`src/rtl/nr_sqrt_reconstruct.sv`:
```
// nr_sqrt_reconstruct: rebuilds radicand = root*root + remainder from a
// non-restoring sqrt result using an iterative shift-add squarer, one root
// bit per enabled clock.
//
// Ports:
//   clk_i        rising-edge clock
//   rst_n_i      asynchronous active-low reset
//   clk_en_i     clock enable; low freezes every register
//   start_i      request, sampled only in IDLE
//   root_i       root operand (OUT_WIDTH bits)
//   remainder_i  remainder operand (OUT_WIDTH+1 bits)
//   radicand_o   reconstructed radicand, held until next result
//   valid_o      one-enabled-cycle result strobe
//   busy_o       high while SQUARE or DONE
//   error_o      remainder exceeded 2*root at accept
//   overflow_o   true sum did not fit DATA_WIDTH bits
module nr_sqrt_reconstruct #(
  parameter int unsigned DATA_WIDTH = 48,
  parameter int unsigned OUT_WIDTH  = DATA_WIDTH / 2
) (
  input  logic                  clk_i,
  input  logic                  rst_n_i,
  input  logic                  clk_en_i,
  input  logic                  start_i,
  input  logic [OUT_WIDTH-1:0]  root_i,
  input  logic [OUT_WIDTH:0]    remainder_i,
  output logic [DATA_WIDTH-1:0] radicand_o,
  output logic                  valid_o,
  output logic                  busy_o,
  output logic                  error_o,
  output logic                  overflow_o
);

  localparam int unsigned ACC_W = DATA_WIDTH + 1;
  localparam int unsigned CNT_W = (OUT_WIDTH > 1) ? $clog2(OUT_WIDTH) : 1;

  typedef enum logic [1:0] {
    IDLE   = 2'd0,
    SQUARE = 2'd1,
    DONE   = 2'd2
  } state_t;

  state_t                 state_q, state_d;
  logic [CNT_W-1:0]       cnt_q, cnt_d;
  logic [OUT_WIDTH-1:0]   mplier_q, mplier_d;
  logic [OUT_WIDTH-1:0]   mcand_q, mcand_d;
  logic [ACC_W-1:0]       acc_q, acc_d;
  logic                   err_flag_q, err_flag_d;
  logic [DATA_WIDTH-1:0]  radicand_q, radicand_d;
  logic                   valid_q, valid_d;
  logic                   busy_q, busy_d;
  logic                   error_q, error_d;
  logic                   overflow_q, overflow_d;

  // State and datapath registers; clk_en_i low holds everything.
  always_ff @(posedge clk_i or negedge rst_n_i) begin
    if (!rst_n_i) begin
      state_q    <= IDLE;
      cnt_q      <= '0;
      mplier_q   <= '0;
      mcand_q    <= '0;
      acc_q      <= '0;
      err_flag_q <= 1'b0;
      radicand_q <= '0;
      valid_q    <= 1'b0;
      busy_q     <= 1'b0;
      error_q    <= 1'b0;
      overflow_q <= 1'b0;
    end else if (clk_en_i) begin
      state_q    <= state_d;
      cnt_q      <= cnt_d;
      mplier_q   <= mplier_d;
      mcand_q    <= mcand_d;
      acc_q      <= acc_d;
      err_flag_q <= err_flag_d;
      radicand_q <= radicand_d;
      valid_q    <= valid_d;
      busy_q     <= busy_d;
      error_q    <= error_d;
      overflow_q <= overflow_d;
    end
  end

  // Next-state, datapath and output logic.
  always_comb begin
    state_d    = state_q;
    cnt_d      = cnt_q;
    mplier_d   = mplier_q;
    mcand_d    = mcand_q;
    acc_d      = acc_q;
    err_flag_d = err_flag_q;
    radicand_d = radicand_q;
    valid_d    = 1'b0;
    error_d    = error_q;
    overflow_d = overflow_q;

    unique case (state_q)
      IDLE: begin
        if (start_i) begin
          mplier_d   = root_i;
          mcand_d    = root_i;
          acc_d      = ACC_W'(remainder_i);
          cnt_d      = '0;
          err_flag_d = (remainder_i > {root_i, 1'b0});
          state_d    = SQUARE;
        end
      end
      SQUARE: begin
        // Accumulator is one bit wider than the radicand so the sum never wraps.
        if (mplier_q[cnt_q]) begin
          acc_d = acc_q + (ACC_W'(mcand_q) << cnt_q);
        end
        if (cnt_q == CNT_W'(OUT_WIDTH - 1)) begin
          cnt_d   = '0;
          state_d = DONE;
        end else begin
          cnt_d = cnt_q + CNT_W'(1);
        end
      end
      DONE: begin
        radicand_d = acc_q[DATA_WIDTH-1:0];
        overflow_d = acc_q[DATA_WIDTH];
        error_d    = err_flag_q;
        valid_d    = 1'b1;
        state_d    = IDLE;
      end
      default: begin
        state_d = IDLE;
      end
    endcase

    busy_d = (state_d != IDLE);
  end

  assign radicand_o = radicand_q;
  assign valid_o    = valid_q;
  assign busy_o     = busy_q;
  assign error_o    = error_q;
  assign overflow_o = overflow_q;

endmodule

```
`config.mk`:
```
export PLATFORM = sky130hd
export DESIGN_NAME = nr_sqrt_reconstruct
export DESIGN_NICKNAME = d
export VERILOG_FILES = /design/src/rtl/nr_sqrt_reconstruct.sv
export SDC_FILE = /design/constraint.sdc
export NUM_CORES = 1
export LEC_CHECK = 0
export ABC_CLOCK_PERIOD_IN_PS = 5540
export CAP_MARGIN = 30
export CORE_MARGIN = 2
export CORE_UTILIZATION = 40
export CTS_CLUSTER_DIAMETER = 80
export DETAILED_ROUTE_END_ITERATION = 7
export GPL_TIMING_DRIVEN = 1
export PLACE_DENSITY = 0.62
export SYNTH_ARGS = -nofsm -noshare
export SYNTH_HDL_FRONTEND = slang
export SYNTH_SLANG_ARGS = --single-unit
```
`constraint.sdc`:
```
create_clock -name clk_i -period 5.54 [get_ports clk_i]
set_clock_uncertainty 0.15 [all_clocks]
set_input_delay 1.108 -clock clk_i [delete_from_list [all_inputs] [get_ports clk_i]]
set_output_delay 1.108 -clock clk_i [all_outputs]
set_load 0.05 [all_outputs]
```
==> out/results.ini, run 1 <==
[yosys]
yosysWarningCount=0
synth_edf_count=0
synthCells=1131
synth-seq-cells=133
netlist_area_um2=10100
seq_area_frac_synth=0.329
ys_types=72
ys.flop_type=dfrtp_1
async_flop_share=1.00
syn_nets=1258
syn_avg_cell_area_um2=8.96

[critical_path]
cp_max_fo=20
startpoint_type=flip-flop
crit_chain=buf_4, mux4_2, mux2i_1, nor2_1, a21oi_1, o22ai_1, ha_1, a21o_1, a31oi_1, o21ai_1, a311oi_1, o221ai_1, a21o_1, a32oi_1, o311a_1, nand2_1
setup.worst_path.class=reg2reg
max_stage_delay_ns=0.64
worst_ep_arrival_time_ns=5.08
worst_ep_required_time_ns=5.70
crit_path_frequent_cell=a21o_1
r2r_slack_ns=0.63
rr_worst_depth=16
crit_path_end_kind=flip-flop
r2r-start=cnt_q[0]
slowest_stage=dfrtp_2
rr_endpoint=acc_q[47]

[drt]
vias=9041
wl_per_cell_um=19.5
wl_met3_um=1660
viasPerCell=5.84
route.detailed.drc=0
drt_pass1_iterations=7
dr_wl_met2_um=14100
top_layer=met4
wl_met1_um=13700
drtIter0Drc=743
routed_wl_um=30200
antenna_left=0

[timing]
slew_viol_final=0
post-route-period-util=0.887
relSlewSlack=0.399
final-setup-viol-count=0
worst_pin_slew_ns=0.902
max_freq_mhz=204
fin_tns_setup_ns=0
rsz0062_at_grt=false
hold_viol=0
period_needed_ns=4.91

[clock_tree]
cts_tree=yes
clkSinkCount=133
cts_hold_buf=0
cts_buffers=17
clkTransAtPathRegs_ns=0.06
cts-root-buf=clkbuf_16
insertion_delay_ns=0.43
ctsResizeCount=0
clockBufferDepth=2
htree_levels=4
cts_setup_buffers=0

[pwr]
leakage_nw=5.42
vdd_drop_max_v=0.000239
power.density_nw_per_um2=492

[placed_design]
gp_congestion=0.956
io_buffers=104
placed_area_um2=11500
hpwlAfterDp_um=23000

[floorplan]
num_rows=58
die_h_um=163
die_area_um2=26600
initial_utilization=0.405
pin_count=105
die_w_um=163
coreArea_um2=25000

[cells_and_area]
multi_input_area_um2=6360
n_antenna_cell=0
drive_gt1_frac=0.132
design_area_um2=12100
nNetsFinal=1332
area_growth_pct=19.3
nFillCells=2441
seqCellArea_um2=3330

[job]
cap_viol_max_count=0

[hold_path]
min_path_type=reg2reg
hold_end=radicand_o[40]
hp-start=radicand_o[40]
holdPathStages=1

[global_route]
grt_start_max_net_pins=94
antenna_found_initial=0
grt_pass1_vias=8625
grt-ovfl-total=0
track_usage=0.231
grt_pass1_wl_um=47700

[status]
status=finished clean

## state kept, by name, summed over array words and instances, names as in the netlist
name	cells
mcand_q	24
radicand_o	48
error_o	1
valid_o	1
acc_q	49
state_q	2
busy_o	1
cnt_q	5
overflow_o	1
err_flag_q	1
## power by group
group	leakage, nW	switching (mW)	internal (mW)	total, mW
Clock	0.303	0.460	0.777	1.24
Combinational	3.37	2.02	1.33	3.35
Sequential	1.76	0.219	1.14	1.35
## layer usage
layer	vias up	global-route usage
met5	-	0
met4	0	0.0736
met3	49	0.0404
met2	334	0.376
met1	4402	0.312
li1	4256	-
## cell usage after synthesis (22+ instances only)
library cell    n  share of area
dfrtp_1       133           0.33
nand2_1       117          0.043
nor2_1         96          0.036
a21oi_1        95          0.047
mux2_2         83          0.092
ha_1           73          0.090
o21ai_1        62          0.031
inv_1          46          0.017
clkbuf_1       41          0.015
o21ai_0        37          0.018
a21o_1         32          0.024
mux2i_1        26          0.026
xnor2_1        22          0.019
## stage by stage
stage | total power [mW] | hold WS [ns] | std cells | util | setup slack (ns)
2_1_floorplan | 3.79 | 0.325 | 1131 | - | 1.11
3_3_place_gp | 4.61 | 0.337 | 1516 | 0.457 | 0.703
3_5_place_dp | 4.62 | 0.344 | 1516 | 0.457 | 0.715
4_1_cts | 5.91 | 0.359 | 1547 | 0.483 | 0.702
5_1_grt | 6.35 | 0.368 | 1547 | 0.483 | 0.287
6_report | 5.94 | 0.355 | 1547 | 0.483 | 0.626
## cells in the final DEF (no fill, tap or decap), drive strengths merged, types with 4 or more instances in the layout
master         instances
a211oi                 5
a21o                  32
a21oi                 96
a31oi                 12
a32o                   4
and2                  15
and3                   8
buf                   15
bufinv                 4
clkbuf                20
clkdlybuf4s50        103
clkinv                 6
dfrtp                133
ha                    73
inv                   50
mux2                  85
mux2i                 26
mux4                  17
nand2                117
nand2b                 9
nand3                 14
nand4                 17
nor2                  96
nor2b                 14
nor3                  11
nor4                   4
o211ai                 7
o21a                   4
o21ai                 99
o21bai                 9
o22ai                 17
o31a                   4
o31ai                  4
or3                    5
xnor2                 22
xor2                  16
## worst max-delay path by stage
stage	from	endpoint	slack (ns)
after floorplan	cnt_q[0]	acc_q[45]	1.11
after global placement	cnt_q[0]	acc_q[45]	0.70
after detailed placement	cnt_q[0]	acc_q[45]	0.71
after CTS	cnt_q[0]	acc_q[45]	0.70
after global routing	cnt_q[0]	acc_q[43]	0.29
final	cnt_q[0]	acc_q[47]	0.63
## kinds of logic after synthesis
group,share of synthesized area
buf+inv,0.0445
mux,0.158
fa+ha+maj,0.0921
simple gates,0.143
flops,0.329
compound gates,0.201
xor+xnor,0.0329
## worst max-delay path: cells and delay by family, from the launching register on
| kind | cells | cell delay [ns] |
|---|---|---|
| AO/OA/AOI/OAI | 10 | 2.36 |
| multiplexers | 2 | 0.82 |
| flip-flops | 1 | 0.64 |
| adder cells (fa/ha/maj) | 1 | 0.42 |
| buffers and inverters | 1 | 0.29 |
| AND/OR/NAND/NOR | 2 | 0.12 |
## layout make-up
| cell class | count | share of cell area |
|---|---|---|
| clock buffers | 20 | 0.0378 |
| clock inverters | 11 | 0.0145 |
| inverters | 51 | 0.0158 |
| multi-input cells | 884 | 0.526 |
| flip-flops and latches | 133 | 0.276 |
| well taps | 330 | 0.0342 |
| repair buffers | 118 | 0.0960 |
Note: power is estimated with default switching activity, not from simulation.
==> run 2, diff against run 1 <==
- CORE_UTILIZATION: 40 -> 58
- PLACE_DENSITY: 0.62 -> 0.83
- SKIP_LAST_GASP: not set -> 1
==> run 2 against run 1 <==
Compared with the run above:
- cell count is 6.7% lower
- wire length fell by 2.1%
- sequential power is essentially flat
- register-to-register slack got worse by 0.17 ns
- global-route usage increased by 9.9 points
- sequential share of layout area increased by 0.38 points
- die area decreased by 30%
- first-iteration DRC count is 5.5% lower
- setup slack worse by 0.17 ns
- maximum frequency fell by 3.4%
- combinational power hardly changed
==> out/results.ini, run 2 (synthesized netlist as in run 1, its figures left out) <==
[clock_tree]
clkSinkCount=133
ctsResizeCount=0
cts-root-buf=clkbuf_16
cts_setup_buffers=0
insertion_delay_ns=0.44
clockBufferDepth=2
cts_tree=yes
clkTransAtPathRegs_ns=0.06
cts_hold_buf=0
htree_levels=4
cts_buffers=17

[drt]
drt_pass1_iterations=5
wl_per_cell_um=20.5
drtIter0Drc=702
viasPerCell=6.34
antenna_left=0
vias=9151
route.detailed.drc=0
routed_wl_um=29600

[timing]
worst_pin_slew_ns=0.886
slew_viol_final=0
rsz0062_at_grt=false
relSlewSlack=0.409
post-route-period-util=0.918
final-setup-viol-count=0
hold_viol=0
max_freq_mhz=197
period_needed_ns=5.09
fin_tns_setup_ns=0

[job]
cap_viol_max_count=0

[cells_and_area]
design_area_um2=11900
top_register=acc_q
largest_reg_flops=49
n_antenna_cell=0
drive_gt1_frac=0.135
area_growth_pct=17.6
layout_commonest_cell=dfrtp_1
stdcell_count=1444
nNetsFinal=1333
layout_common_cells=dfrtp_1 (132), nand2_1 (117), clkdlybuf4s50_1 (103)

[global_route]
grt-ovfl-total=0
track_usage=0.330
grt_start_max_net_pins=98
grt_pass1_wl_um=47000
antenna_found_initial=0
grt_pass1_vias=8964

[critical_path]
cp_max_fo=28
worst_ep_required_time_ns=5.71
worst_ep_arrival_time_ns=5.25
crit_path_end_kind=flip-flop
max_stage_delay_ns=0.81
setup.worst_path.class=reg2reg
crit_path_frequent_cell=mux2_2
slowest_stage=dfrtp_2
crit_chain=buf_4, mux2_2, mux2i_1, nor2_1, a21oi_1, mux2_2, o22ai_1, ha_1, a2111oi_0, a32oi_1, a41oi_4, o31a_4, o21ai_1, or3_1, a32o_1
startpoint_type=flip-flop

[pwr]
p_int_mw=3.16
leakage_nw=5.41
p_switching_mw=2.72
vdd_drop_max_v=0.000311
power_frac_seq=0.229
pwr-share-clk=0.199
p_sw_frac=0.462
pwr-share-comb=0.572
power.density_nw_per_um2=493
power_mw=5.87

[floorplan]
coreArea_um2=17200
initial_utilization=0.590
die_area_um2=18500
num_rows=48
die_h_um=136
pin_count=105
die_w_um=136

[placed_design]
hpwlAfterDp_um=22400
gp_congestion=0.993
placed_area_um2=11300
placed_cells_incl_taps=1412
io_buffers=104

[hold_path]
min_path_type=reg2reg

[status]
status=finished clean

==> run 2: worst paths after layout <==
| check | startpoint | end | slack (ns) | depth (start not counted) |
|---|---|---|---|---|
| setup / recovery | cnt_q[0] | acc_q[46] | 0.45 | 15 |
| hold / removal | radicand_o[35] | radicand_o[35] | 0.35 | 1 |
| setup reg to reg | cnt_q[0] | acc_q[46] | 0.45 | 15 |
| hold reg to reg | radicand_o[35] | radicand_o[35] | 0.35 | 1 |
| max in group asynchronous | rst_n_i | acc_q[22] | 3.62 | 2 |
| min in group asynchronous | rst_n_i | valid_o | 0.60 | 1 |
==> run 2: power groups by stage <==
stage	clock network [mW]	registers [mW]	logic [mW]
floorplan	0	1.26	2.53
detailed placement	0	1.36	3.26
global route	1.21	1.37	3.67
global placement	0	1.35	3.26
CTS	1.17	1.34	3.30
finish	1.17	1.35	3.36
==> run 2: critical path: cells and delay by family (launching register included) <==
kind	cells	cell delay [ns]
AO/OA/AOI/OAI	8	2.04
multiplexers	3	0.88
flip-flops	1	0.81
AND/OR/NAND/NOR	2	0.42
buffers and inverters	1	0.35
adder cells (fa/ha/maj)	1	0.30
==> run 2: per-layer routing <==
layer / GRT usage / vias up / routed length, um
met5: 0 / - / 0
met4: 0.142 / 0 / 1140
met3: 0.0727 / 77 / 2240
met2: 0.523 / 409 / 13700
met1: 0.437 / 4402 / 12500
li1: - / 4263 / -
==> run 2: final cells by class <==
cell class              instances  area, um^2
flip-flops and latches        133        3330
inverters                      51         191
clock buffers                  19         453
repair buffers                119        1150
clock inverters                13         149
well taps                     225         282
fillers                      1398        5260
multi-input cells             884        6360
==> run 2: per-stage QoR <==
stage / hold slack (ns) / setup slack, ns / utilization
5_1_grt: 0.368 / 0.0686 / 0.694
3_5_place_dp: 0.342 / 0.465 / 0.659
6_report: 0.353 / 0.453 / 0.694
4_1_cts: 0.357 / 0.470 / 0.694
2_1_floorplan: 0.325 / 1.11 / -
3_3_place_gp: 0.337 / 0.475 / 0.659
